**src/rtl/adsr_pkg.sv**
```systemverilog
// Shared types and default widths for the ADSR envelope generator.
// Optional feature macro: ADSR_HARD_RETRIG_EN.
package adsr_pkg;

    localparam int ADSR_RATE_W  = 16;
    localparam int ADSR_LEVEL_W = 7;

    typedef enum logic [2:0] {
        IDLE    = 3'd0,
        ATTACK  = 3'd1,
        DECAY   = 3'd2,
        SUSTAIN = 3'd3,
        RELEASE = 3'd4
    } adsr_state_t;

endpackage

```
**src/rtl/adsr_rate_prescaler.sv**
```systemverilog
// Loadable down-counter; tick marks count==0 while enabled.
// A load takes priority over counting so the owner can reload on tick.
module adsr_rate_prescaler #(
    parameter int RATE_W = 16
) (
    input  logic              clk,
    input  logic              reset,
    input  logic              load,
    input  logic [RATE_W-1:0] load_value,
    input  logic              enable,
    output logic              tick
);

    logic [RATE_W-1:0] count_q;
    logic [RATE_W-1:0] count_d;

    assign tick = enable && (count_q == '0);

    always_comb begin
        count_d = count_q;
        if (load) begin
            count_d = load_value;
        end else if (enable && (count_q != '0)) begin
            count_d = count_q - 1'b1;
        end
    end

    always_ff @(posedge clk) begin
        if (reset) begin
            count_q <= '0;
        end else begin
            count_q <= count_d;
        end
    end

endmodule

```
**src/rtl/adsr_envelope.sv**
```systemverilog
// Per-voice ADSR envelope: gate + velocity in, 7-bit volume out.
// ADSR_HARD_RETRIG_EN: a new note restarts the level from zero.
module adsr_envelope
    import adsr_pkg::*;
#(
    parameter int RATE_W  = ADSR_RATE_W,
    parameter int LEVEL_W = ADSR_LEVEL_W
) (
    input  logic               clk,
    input  logic               reset,
    input  logic               gate,
    input  logic [LEVEL_W-1:0] velocity,
    input  logic [RATE_W-1:0]  attack_rate,
    input  logic [RATE_W-1:0]  decay_rate,
    input  logic [LEVEL_W-1:0] sustain_level,
    input  logic [RATE_W-1:0]  release_rate,
    output logic [LEVEL_W-1:0] volume,
    output logic               active,
    output logic [2:0]         stage
);

    adsr_state_t        state_q, state_d;
    logic [LEVEL_W-1:0] level_q, level_d;
    logic [LEVEL_W-1:0] peak_q, peak_d;
    logic               gate_q;
    logic               active_q, active_d;

    logic               rise, fall;
    logic [LEVEL_W-1:0] target;
    logic               pre_load;
    logic [RATE_W-1:0]  pre_value;
    logic               pre_en;
    logic               tick;

    assign rise   = gate & ~gate_q;
    assign fall   = ~gate & gate_q;
    assign target = (sustain_level < peak_q) ? sustain_level : peak_q;
    assign pre_en = (state_q == ATTACK) || (state_q == DECAY) ||
                    (state_q == RELEASE);

    adsr_rate_prescaler #(
        .RATE_W(RATE_W)
    ) u_prescaler (
        .clk       (clk),
        .reset     (reset),
        .load      (pre_load),
        .load_value(pre_value),
        .enable    (pre_en),
        .tick      (tick)
    );

    always_comb begin
        state_d   = state_q;
        level_d   = level_q;
        peak_d    = peak_q;
        pre_load  = 1'b0;
        pre_value = attack_rate;

        if (rise) begin
            state_d   = ATTACK;
            peak_d    = velocity;
            pre_load  = 1'b1;
            pre_value = attack_rate;
`ifdef ADSR_HARD_RETRIG_EN
            level_d   = '0;
`else
            level_d   = level_q;
`endif
        end else if (fall && (state_q == ATTACK || state_q == DECAY ||
                              state_q == SUSTAIN)) begin
            state_d   = RELEASE;
            pre_load  = 1'b1;
            pre_value = release_rate;
        end else begin
            unique case (state_q)
                ATTACK: begin
                    if (level_q >= peak_q) begin
                        state_d   = DECAY;
                        pre_load  = 1'b1;
                        pre_value = decay_rate;
                    end else if (tick) begin
                        level_d   = level_q + 1'b1;
                        pre_load  = 1'b1;
                        pre_value = attack_rate;
                    end
                end
                DECAY: begin
                    if (level_q <= target) begin
                        state_d = SUSTAIN;
                    end else if (tick) begin
                        level_d   = level_q - 1'b1;
                        pre_load  = 1'b1;
                        pre_value = decay_rate;
                    end
                end
                RELEASE: begin
                    if (level_q == '0) begin
                        state_d = IDLE;
                    end else if (tick) begin
                        level_d   = level_q - 1'b1;
                        pre_load  = 1'b1;
                        pre_value = release_rate;
                    end
                end
                default: begin
                    state_d = state_q;
                end
            endcase
        end

        active_d = (state_d != IDLE);
    end

    always_ff @(posedge clk) begin
        if (reset) begin
            state_q  <= IDLE;
            level_q  <= '0;
            peak_q   <= '0;
            gate_q   <= 1'b0;
            active_q <= 1'b0;
        end else begin
            state_q  <= state_d;
            level_q  <= level_d;
            peak_q   <= peak_d;
            gate_q   <= gate;
            active_q <= active_d;
        end
    end

    assign volume = level_q;
    assign active = active_q;
    assign stage  = state_q;

endmodule

```
**config.mk**
```make
export PLATFORM = sky130hd
export DESIGN_NAME = adsr_envelope
export DESIGN_NICKNAME = d
export VERILOG_FILES = /design/src/rtl/adsr_pkg.sv /design/src/rtl/adsr_rate_prescaler.sv /design/src/rtl/adsr_envelope.sv
export SDC_FILE = /design/constraint.sdc
export NUM_CORES = 1
export LEC_CHECK = 0
export BUFFER_PORTS_ARGS = -buffer_cell sky130_fd_sc_hd__buf_2
export CORE_ASPECT_RATIO = 0.5
export CORE_MARGIN = 3
export CORE_UTILIZATION = 35
export DETAILED_ROUTE_END_ITERATION = 16
export HOLD_SLACK_MARGIN = 0.06
export SLEW_MARGIN = 20
export SYNTH_ARGS = -nofsm -noshare
export SYNTH_HDL_FRONTEND = slang
export SYNTH_HIERARCHICAL = 1
export SYNTH_SLANG_ARGS = --single-unit
```
**constraint.sdc**
```tcl
create_clock -name clk -period 5.6 [get_ports clk]
set_input_delay 1.12 -clock clk [delete_from_list [all_inputs] [get_ports clk]]
set_output_delay 1.12 -clock clk [all_outputs]
set_load 0.02 [all_outputs]
```
==> flow_metrics.env <==
export IMPL_worst_slew_pin_transition_ns=0.719
export IMPL_setup_viol=0
export IMPL_dp_hpwl_um=5790
export IMPL_design_area_um2=3600
export IMPL_cts_resized=0
export IMPL_fin_util_pct=44.0
export IMPL_synth_top_family_by_area="simple AND/OR/NAND/NOR gates"
export IMPL_die_area_um2=9880
export IMPL_crit_type="input port to register"
export IMPL_drive_above_1_share_pct=23.6
export IMPL_hold_class="register to register"
export IMPL_synth_edff_count=0
export IMPL_p_leak_nw=1.52
export IMPL_relSlewSlack_pct=52.1
export IMPL_viasPerCell=5.32
export IMPL_numPortBuffers=75
export IMPL_place_area_um2=3460
export IMPL_hold_viol=0
export IMPL_yosys_top_cells_area="dfxtp_1 (23%), ha_1 (11%), a221o_1 (5.3%)"
export IMPL_diodes=0
export IMPL_yosys_area_share_simple_pct=27.4
export IMPL_clock_sinks=35
export IMPL_worstPathRequired_ns=5.81
export IMPL_synth_main_ff_cell="dfxtp_1"
export IMPL_critical_path_arrival_ns=5.38
export IMPL_routedWlPerCell_um=14.0
export IMPL_drt_initial_drc_count=202
export IMPL_finalMaxSlewViolations=0
export IMPL_critPathMaxStageDelay_ns=0.44
export IMPL_ir_worst_vdd_v=0.000113
export IMPL_syn_area_um2=3030
export IMPL_synth_nets=460
export IMPL_worst_path_most_repeated_cell="ha_1"
export IMPL_numCtsBuffers=5
export IMPL_synth_compound_area_share_pct=26.0
export IMPL_final_nets=527
export IMPL_grt_usage_pct=16.0
export IMPL_cts_max_level=2
export IMPL_synth_mux_area_share_pct=3.68
export IMPL_postCtsSetupBuffers=0
export IMPL_synth_fa_ha_area_share_pct=11.4
export IMPL_path_max_fanout=23
export IMPL_core_um2=8200
export IMPL_ys_seq_elements=35
export IMPL_fmax_ghz=0.194
export IMPL_die_w_um=138
export IMPL_grt_pass1_vias=2591
export IMPL_via_count=2913
export IMPL_slowest_stage="a21oi_2"
export IMPL_hold_buffers=0
export IMPL_grt_pass1_wl_um=12600
export IMPL_period_minus_slack_ns=5.17
export IMPL_startpoint_type="input port"
export IMPL_fin_tns_setup_ns=0
export IMPL_root_buffer="clkbuf_16"
export IMPL_rows=23
export IMPL_seq_area_frac_synth_pct=23.1
export IMPL_drc_errors=0
export IMPL_synth_largest_area_cell="dfxtp_1"
export IMPL_drtPass1Iterations=4
export IMPL_finalWirelength_um=7650
export IMPL_min_period_over_period_pct=92.3
export IMPL_status="completed"
export IMPL_crit_chain="buf_2 -> ha_1 -> a21o_1 -> a21oi_1 -> o2111ai_1 -> a21oi_2 -> mux2i_1 -> ha_1 -> a211oi_1 -> nor2_1 -> o31ai_1 -> a21boi_1 -> nand4_1 -> buf_4 -> inv_1 -> o311ai_0 -> a31oi_1"
export IMPL_antenna_found_initial=0
export IMPL_start_util_pct=36.9
export IMPL_powerDensity_nw_per_um2=233
export IMPL_ios=76
export IMPL_area_delta_synth_final_pct=19.0
export IMPL_cts_tree="done"
export IMPL_die_y_um=71.8
export IMPL_clk_pin_slew_ns=0.06
export IMPL_grt_max_degree=40
export IMPL_fin_total_pwr_uw=841
export IMPL_drv_cap=0
export IMPL_worstSkewPairLatency_ns=0.29
export IMPL_yosys_warnings=6
export IMPL_syn_avg_cell_area_um2=8.23
export IMPL_grt_overflow=0
export IMPL_synth_xor_area_share_pct=2.02
export IMPL_clock_skew_ns=0.00544
export IMPL_synth_cell_types=66
export IMPL_end_kind="register"
export IMPL_yosys_area_top_type_share_pct=23.1
export IMPL_ys_async_sr_fraction_pct=0
export IMPL_place_congestion=0.805
export IMPL_synthCells=368
export IMPL_rsz0062_at_grt="false"
export IMPL_clock_path_buffers=2
export IMPL_ant_nets=0
## synth_stat cells (all sizes together), types with 3 or more instances
cell type	instances
nor3	7
o211ai	6
mux2i	10
nand3	9
a221oi	4
or4	3
nand2	29
a31oi	4
xnor2	6
a211oi	4
a21o	5
nor4	7
or2	4
buf	9
a21oi	26
o31ai	4
inv	25
nor2	26
clkbuf	8
a221o	16
ha	26
nand4	10
nand2b	6
or3	7
and2	16
nor3b	3
dfxtp	35
nor2b	7
o21ai	8
a311oi	7
## routing by layer
| layer | wire length, um | global-route usage [%] |
|---|---|---|
| met1 | 3890 | 23.7 |
| met2 | 3150 | 23.4 |
| met3 | 536 | 3.58 |
| met4 | 73 | 3.98 |
| met5 | 0 | 0 |
## where the power goes
| part | leakage [nW] | internal [mW] | switching, mW |
|---|---|---|---|
| combinational | 1.17 | 0.115 | 0.150 |
| clock | 0.0658 | 0.164 | 0.113 |
| sequential | 0.288 | 0.272 | 0.0278 |
| total | 1.52 | 0.551 | 0.291 |
## placed cells by master, fill, tap and decap left out, types with 3 or more instances in the layout
master,instances
ha_1,26
o21ai_0,6
nor2b_1,7
nor2_1,25
nand2b_1,6
a21o_1,5
o31ai_1,4
buf_2,75
dfxtp_1,35
a211oi_1,4
nand3_1,9
a221oi_1,3
inv_1,25
a221o_1,16
or2_2,4
and2_1,16
a21oi_1,25
or3_1,6
o211ai_1,6
a31oi_1,4
nand4_1,10
clkbuf_16,5
a311oi_1,7
nor4_1,4
nand2_1,29
xnor2_1,6
mux2i_1,10
nor4_4,3
nor3_1,7
## kinds of logic (layout without fill, tap and decap cells)
family,after synthesis,after routing
buffers and inverters,42,110
xor gates and xnor gates,7,7
muxes,11,11
AOI/OAI and AO/OA,103,103
adders and majority gates,27,27
DFF,35,35
and+or+nand+nor,143,143
## critical path, delay by kind of cell
| kind | cells | cell delay, ns |
|---|---|---|
| AO/OA/AOI/OAI | 9 | 2.34 |
| multiplexers | 1 | 0.26 |
| buffers and inverters | 3 | 0.75 |
| AND/OR/NAND/NOR | 2 | 0.34 |
| adder cells (fa/ha/maj) | 2 | 0.54 |
## state kept, by name, summed over array words and instances (netlist names)
| register | cells |
|---|---|
| u_prescaler/count_q | 16 |
| peak_q | 7 |
| volume | 7 |
| stage | 3 |
| active | 1 |
| gate_q | 1 |
## layout make-up
class                           instances  area (um^2)
Timing Repair Buffer                   77          390
Sequential cell                        35          701
Inverter                               25         93.8
Fill cell                             845         4600
Clock buffer                            5          125
Clock inverter                          3         20.0
Tap cell                              112          140
Multi-Input combinational cell        291         2130
## final timing paths
kind                            slack [ns]              from                      end  cells after the start
worst max-delay path                  0.43  sustain_level[1]  u_prescaler/count_q[15]                     17
worst max register to register        0.96         peak_q[1]  u_prescaler/count_q[15]                     17
worst min register to register        0.48         peak_q[6]                peak_q[6]                      2
worst min-delay path                  0.48         peak_q[6]                peak_q[6]                      2
## through the flow
| step | setup WS (ns) | hold WS (ns) | instances |
|---|---|---|---|
| CTS | 0.466 | 0.483 | 548 |
| finish | 0.434 | 0.480 | 548 |
| global route | 0.0174 | 0.507 | 548 |
| global placement | 0.415 | 0.468 | 540 |
| detailed placement | 0.266 | 0.474 | 540 |
| floorplan | 0.751 | 0.449 | 368 |
Note: power is estimated with default switching activity, not from simulation.
